### config.mk
export PLATFORM = sky130hd
export DESIGN_NAME = if_id_stage
export DESIGN_NICKNAME = d
export VERILOG_FILES = /design/src/rtl/if_id_stage_pkg.sv /design/src/rtl/if_id_stage_sat_counter.sv /design/src/rtl/if_id_stage.sv
export SDC_FILE = /design/constraint.sdc
export NUM_CORES = 1
export LEC_CHECK = 0
export BUFFER_PORTS_ARGS = -buffer_cell sky130_fd_sc_hd__buf_2
export CAP_MARGIN = 10
export CORE_MARGIN = 1.5
export CORE_UTILIZATION = 51
export CTS_BUF_LIST = sky130_fd_sc_hd__clkbuf_4
export DETAILED_ROUTE_END_ITERATION = 16
export HOLD_SLACK_MARGIN = 0.1
export PLACE_DENSITY = 0.83
export SYNTH_ARGS = -nofsm -noshare
export SYNTH_HDL_FRONTEND = slang
export SYNTH_SLANG_ARGS = --single-unit
### constraint.sdc
create_clock -name clk_i -period 4.8 [get_ports clk_i]
set_input_delay 0.96 -clock clk_i [delete_from_list [all_inputs] [get_ports clk_i]]
set_output_delay 0.96 -clock clk_i [all_outputs]
set_load 0.02 [all_outputs]
### src/rtl/if_id_stage_pkg.sv
// co_pipe_pkg: constants shared by the 5-stage MIPS-like pipeline (NOP encoding, PC step, opcodes)
package co_pipe_pkg;
  localparam logic [31:0] NOP_INSTR = 32'h0;
  localparam int          PC_INC    = 4;
  localparam logic [5:0]  OP_RTYPE  = 6'b111111;
  localparam logic [5:0]  OP_ADDI   = 6'b110111;
  localparam logic [5:0]  OP_LW     = 6'b100001;
  localparam logic [5:0]  OP_SW     = 6'b100011;
  localparam logic [5:0]  OP_BEQ    = 6'b111011;
  localparam logic [5:0]  OP_BNE    = 6'b100101;
  localparam logic [5:0]  OP_J      = 6'b100010;
  localparam logic [5:0]  OP_JAL    = 6'b100111;
endpackage

### src/rtl/if_id_stage_sat_counter.sv
// sat_counter: W-bit event counter that sticks at all-ones
//   clk_i  in  clock
//   rst_i  in  asynchronous reset, active-low
//   inc_i  in  count one event this cycle
//   cnt_o  out current count
module sat_counter #(
  parameter int W = 16
) (
  input  logic         clk_i,
  input  logic         rst_i,
  input  logic         inc_i,
  output logic [W-1:0] cnt_o
);
  logic [W-1:0] r_cnt;
  always_ff @(posedge clk_i or negedge rst_i)
    if (!rst_i) r_cnt <= '0;
    else if (inc_i && !(&r_cnt)) r_cnt <= r_cnt + 1'b1;
  assign cnt_o = r_cnt;
endmodule

### src/rtl/if_id_stage.sv
// if_id_stage: instruction fetch (PC + next-PC mux) and IF/ID pipeline register
//   clk_i/rst_i        clock, asynchronous active-low reset
//   imem_addr_o        PC, drives instruction memory
//   imem_data_i        fetched word (combinational memory read)
//   stall_i            load-use stall: hold PC and IF/ID
//   jump_i             jump decoded for the instruction in ID
//   branch_taken_i/branch_target_i  branch redirect from EX/MEM
//   instr_o/pc_plus4_o/valid_o      IF/ID register contents
//   stall_cnt_o/flush_cnt_o         saturating event counters
module if_id_stage
  import co_pipe_pkg::*;
#(
  parameter int              PC_W     = 32,
  parameter logic [PC_W-1:0] RESET_PC = '0,
  parameter int              CNT_W    = 16
) (
  input  logic             clk_i,
  input  logic             rst_i,
  output logic [PC_W-1:0]  imem_addr_o,
  input  logic [31:0]      imem_data_i,
  input  logic             stall_i,
  input  logic             jump_i,
  input  logic             branch_taken_i,
  input  logic [PC_W-1:0]  branch_target_i,
  output logic [31:0]      instr_o,
  output logic [PC_W-1:0]  pc_plus4_o,
  output logic             valid_o,
  output logic [CNT_W-1:0] stall_cnt_o,
  output logic [CNT_W-1:0] flush_cnt_o
);
  logic [PC_W-1:0] r_pc, r_pc4;
  logic [31:0]     r_instr;
  logic            r_valid;
  logic [PC_W-1:0] w_pc_inc, w_br_tgt, w_jump_tgt, w_next_pc;
  logic            w_jump_eff, w_flush, w_stall_inc;
  // a jump waits in ID while stalled and only counts for a real instruction
  always_comb begin
    w_pc_inc    = r_pc + PC_W'(PC_INC);
    w_br_tgt    = branch_target_i & ~PC_W'(3);
    w_jump_tgt  = {r_pc4[PC_W-1:28], r_instr[25:0], 2'b00};
    w_jump_eff  = jump_i & r_valid & ~stall_i;
    w_flush     = branch_taken_i | w_jump_eff;
    w_stall_inc = stall_i & ~w_flush;
    w_next_pc   = branch_taken_i ? w_br_tgt :
                  w_jump_eff     ? w_jump_tgt :
                  stall_i        ? r_pc : w_pc_inc;
  end
  always_ff @(posedge clk_i or negedge rst_i)
    if (!rst_i) begin
      r_pc    <= RESET_PC;
      r_pc4   <= '0;
      r_instr <= NOP_INSTR;
      r_valid <= 1'b0;
    end else begin
      r_pc <= w_next_pc;
      if (w_flush) begin
        r_instr <= NOP_INSTR;
        r_valid <= 1'b0;
      end else if (!stall_i) begin
        r_instr <= imem_data_i;
        r_pc4   <= w_pc_inc;
        r_valid <= 1'b1;
      end
    end
  sat_counter #(.W(CNT_W)) u_stall_cnt (
    .clk_i(clk_i), .rst_i(rst_i), .inc_i(w_stall_inc), .cnt_o(stall_cnt_o)
  );
  sat_counter #(.W(CNT_W)) u_flush_cnt (
    .clk_i(clk_i), .rst_i(rst_i), .inc_i(w_flush), .cnt_o(flush_cnt_o)
  );
  assign imem_addr_o = r_pc;
  assign instr_o     = r_instr;
  assign pc_plus4_o  = r_pc4;
  assign valid_o     = r_valid;
endmodule
==> flow_metrics.env <==
export IMPL_status="completed"
export IMPL_cpPeakStageDelay_ps=940
export IMPL_drt_wirelength_per_cell_um=19.0
export IMPL_crit_arrival_ps=3210
export IMPL_root_buffer="clkbuf_4"
export IMPL_ios=198
export IMPL_syn_cell_area_sq_um=6140
export IMPL_slowest_stage="nor2b_4"
export IMPL_rsz0062_at_grt="false"
export IMPL_grt_pass1_vias=5577
export IMPL_cts_repair_resize_count=0
export IMPL_dp_cells=899
export IMPL_clkTransAtPathRegs_ps=110
export IMPL_p_leak_nw=3.58
export IMPL_io_buffers=191
export IMPL_holdPathStages=2
export IMPL_drc=0
export IMPL_detail_route_vias_per_cell=6.33
export IMPL_maxCapViolCount=0
export IMPL_relSlewSlack_pct=35.2
export IMPL_path_class="in -> reg"
export IMPL_hold_viol=0
export IMPL_grt_max_degree=75
export IMPL_tritoncts="done"
export IMPL_coreArea_sq_um=11600
export IMPL_p_comb_share_pct=25.4
export IMPL_critical_path_startpoint="stall_i"
export IMPL_p_sw_mw=1.02
export IMPL_ys_ff_latch=125
export IMPL_fillCellCount=958
export IMPL_overflow=0
export IMPL_setup_viol=0
export IMPL_globalplace_congestion=0.883
export IMPL_r2r_start="imem_addr_o[2]"
export IMPL_powerDensity_nw_per_um2=385
export IMPL_die_w_um=113
export IMPL_fin_setup_tns_ps=0
export IMPL_hold_path_class="reg -> reg"
export IMPL_die_h_um=113
export IMPL_layout_drive_gt1_share_pct=30.0
export IMPL_finalCritPeriodShare_pct=57.9
export IMPL_syn_to_final_growth_pct=21.0
export IMPL_ant_nets=0
export IMPL_r2r_slack_ps=2380
export IMPL_initial_core_util_pct=53.1
export IMPL_final_nets=847
export IMPL_seq_power_share_pct=48.5
export IMPL_clk_path_buf_depth=2
export IMPL_p_int_mw=1.84
export IMPL_worstPathRequired_ps=5230
export IMPL_worst_slew_pin_slew_ps=970
export IMPL_drt_pass1_iterations=5
export IMPL_syn_inst=603
export IMPL_grt_pass1_wl_mm=28.3
export IMPL_maxSlewViolCount=0
export IMPL_post_cts_buffers=0
export IMPL_worstPathMaxFanout=41
export IMPL_endpoint_kind="register"
export IMPL_sw_frac_of_total_pct=35.7
export IMPL_rows=39
export IMPL_yosysSeqAreaShare_pct=50.9
export IMPL_max_freq_mhz=360
export IMPL_ys_types=57
export IMPL_async_reset_ff_share_pct=100
export IMPL_antenna_cells=0
export IMPL_grt_use_total_pct=28.1
export IMPL_fin_skew_ps=12.1
export IMPL_cp_cell_sequence="buf_2 -> nor2b_4 -> o21ai_1 -> mux2_2"
export IMPL_clk_latency_ps=540
export IMPL_min_period_ps=2780
export IMPL_p_clk_share_pct=26.1
export IMPL_dieArea_sq_um=12700
export IMPL_ctsHoldBuffers=0
export IMPL_clock_sink_count=125
export IMPL_start_kind="primary input"
export IMPL_reg2regPathDepth=5
export IMPL_final_cells=930
export IMPL_min_delay_start="pc_plus4_o[14]"
export IMPL_syn_avg_cell_area_sq_um=10.2
export IMPL_synth_main_ff_cell="dfrtp_1"
export IMPL_antenna_found_initial=0
export IMPL_ir_drop_mv=0.298
export IMPL_dr_first_iter_drc_count=539
export IMPL_ctsHtreeMaxLevel=4
export IMPL_ys_warn_count=0
export IMPL_dr_total_vias=5888
export IMPL_totalWireLength_mm=17.7
export IMPL_hpwl_mm=12.2
export IMPL_synth_edf_count=0
export IMPL_cts_buffers_inserted=17
## power by group through the flow
stage	logic [mW]	registers, mW	clock network, mW
floorplan	0.278	1.55	0
global placement	0.703	1.39	0
detailed placement	0.728	1.40	0
CTS	0.729	1.38	0.763
global route	0.788	1.41	0.803
finish	0.727	1.39	0.748
## sequential cells by signal, indices dropped and copies added, names as in the netlist
register           flops
u_stall_cnt.cnt_o     16
u_flush_cnt.cnt_o     16
imem_addr_o           30
valid_o                1
pc_plus4_o            30
instr_o               32
## logic make-up after synthesis
| family | after synthesis | share of synthesized area [%] |
|---|---|---|
| AOI/OAI and AO/OA | 145 | 17.6 |
| xor gates and xnor gates | 41 | 5.85 |
| adders and majority gates | 3 | 0.611 |
| buffers and inverters | 52 | 3.52 |
| DFF | 125 | 50.9 |
| muxes | 7 | 1.24 |
| other | 1 | 0.0610 |
| and+or+nand+nor | 229 | 20.2 |
## area by class of cell
class | instances | area [sq um] | share of cell area [%]
Inverter | 5 | 18.8 | 0.252
Sequential cell | 125 | 3130 | 42.1
Multi-Input combinational cell | 429 | 2830 | 38.1
Timing Repair Buffer | 197 | 1000 | 13.5
Clock buffer | 20 | 150 | 2.02
Clock inverter | 11 | 125 | 1.68
Tap cell | 143 | 179 | 2.41
## cells in the mapped netlist, types with 4 or more instances
library cell | number | share of area, %
nand3_1 | 52 | 4.2
nor4_1 | 6 | 0.61
dfrtp_1 | 125 | 51
and4_1 | 8 | 1.1
o21ai_0 | 35 | 2.9
inv_1 | 5 | 0.31
a22oi_1 | 8 | 0.98
xnor2_1 | 19 | 2.7
nor2_1 | 19 | 1.2
xor2_1 | 22 | 3.1
buf_4 | 5 | 0.61
o311ai_0 | 4 | 0.57
a21oi_1 | 8 | 0.65
mux2_2 | 5 | 0.92
and2_1 | 5 | 0.51
or4b_1 | 4 | 0.65
o311ai_1 | 5 | 0.71
nand4_1 | 18 | 1.8
a221o_1 | 14 | 2.3
nand4b_1 | 4 | 0.57
o221ai_1 | 6 | 0.86
clkbuf_1 | 35 | 2.1
or3_1 | 4 | 0.41
or4_1 | 7 | 0.86
buf_1 | 5 | 0.31
o211ai_1 | 11 | 1.3
nor3_1 | 13 | 1.1
nand2_1 | 63 | 3.8
a22o_1 | 32 | 4.6
and3_1 | 11 | 1.1
## stage by stage
stage | total power, mW | hold WS [ps] | area (sq um) | util, % | setup WS, ps
6_report | 2.86 | 488 | 7440 | 64.3 | 2020
5_1_grt | 3.00 | 516 | 7440 | 64.3 | 1950
3_5_place_dp | 2.13 | 467 | 7160 | 61.9 | 1480
3_3_place_gp | 2.09 | 456 | 7160 | 61.9 | 1640
4_1_cts | 2.87 | 491 | 7440 | 64.3 | 2100
2_1_floorplan | 1.82 | 589 | 6150 | - | 2500
## path summary, 6_finish.rpt
check	to
max	u_stall_cnt.cnt_o[1]
min	pc_plus4_o[14]
max reg2reg	imem_addr_o[30]
min reg2reg	pc_plus4_o[14]
max in group asynchronous	imem_addr_o[21]
min in group asynchronous	imem_addr_o[29]
## critical path, delay by kind of cell
kind	cells	cell delay, ps
simple gates	1	940
compound gates	1	270
buf+inv	1	680
mux	1	340
## metal layers
metal  up-vias  track usage [%]  wire (um)
met1      2899             37.6       7380
met2       330             44.6       8470
met5         -                0          0
met3        34             6.53       1510
met4         0             11.6        319
li1       2625                -          -
## cells in the final DEF (no fill, tap or decap), drive strengths merged, types with 20 or more instances in the layout
cell type    n
buf        197
dfrtp      125
nand2       63
nand3       53
o21ai       36
a22o        32
xor2        22
clkbuf      20
Power figures use the tool's default switching activity.
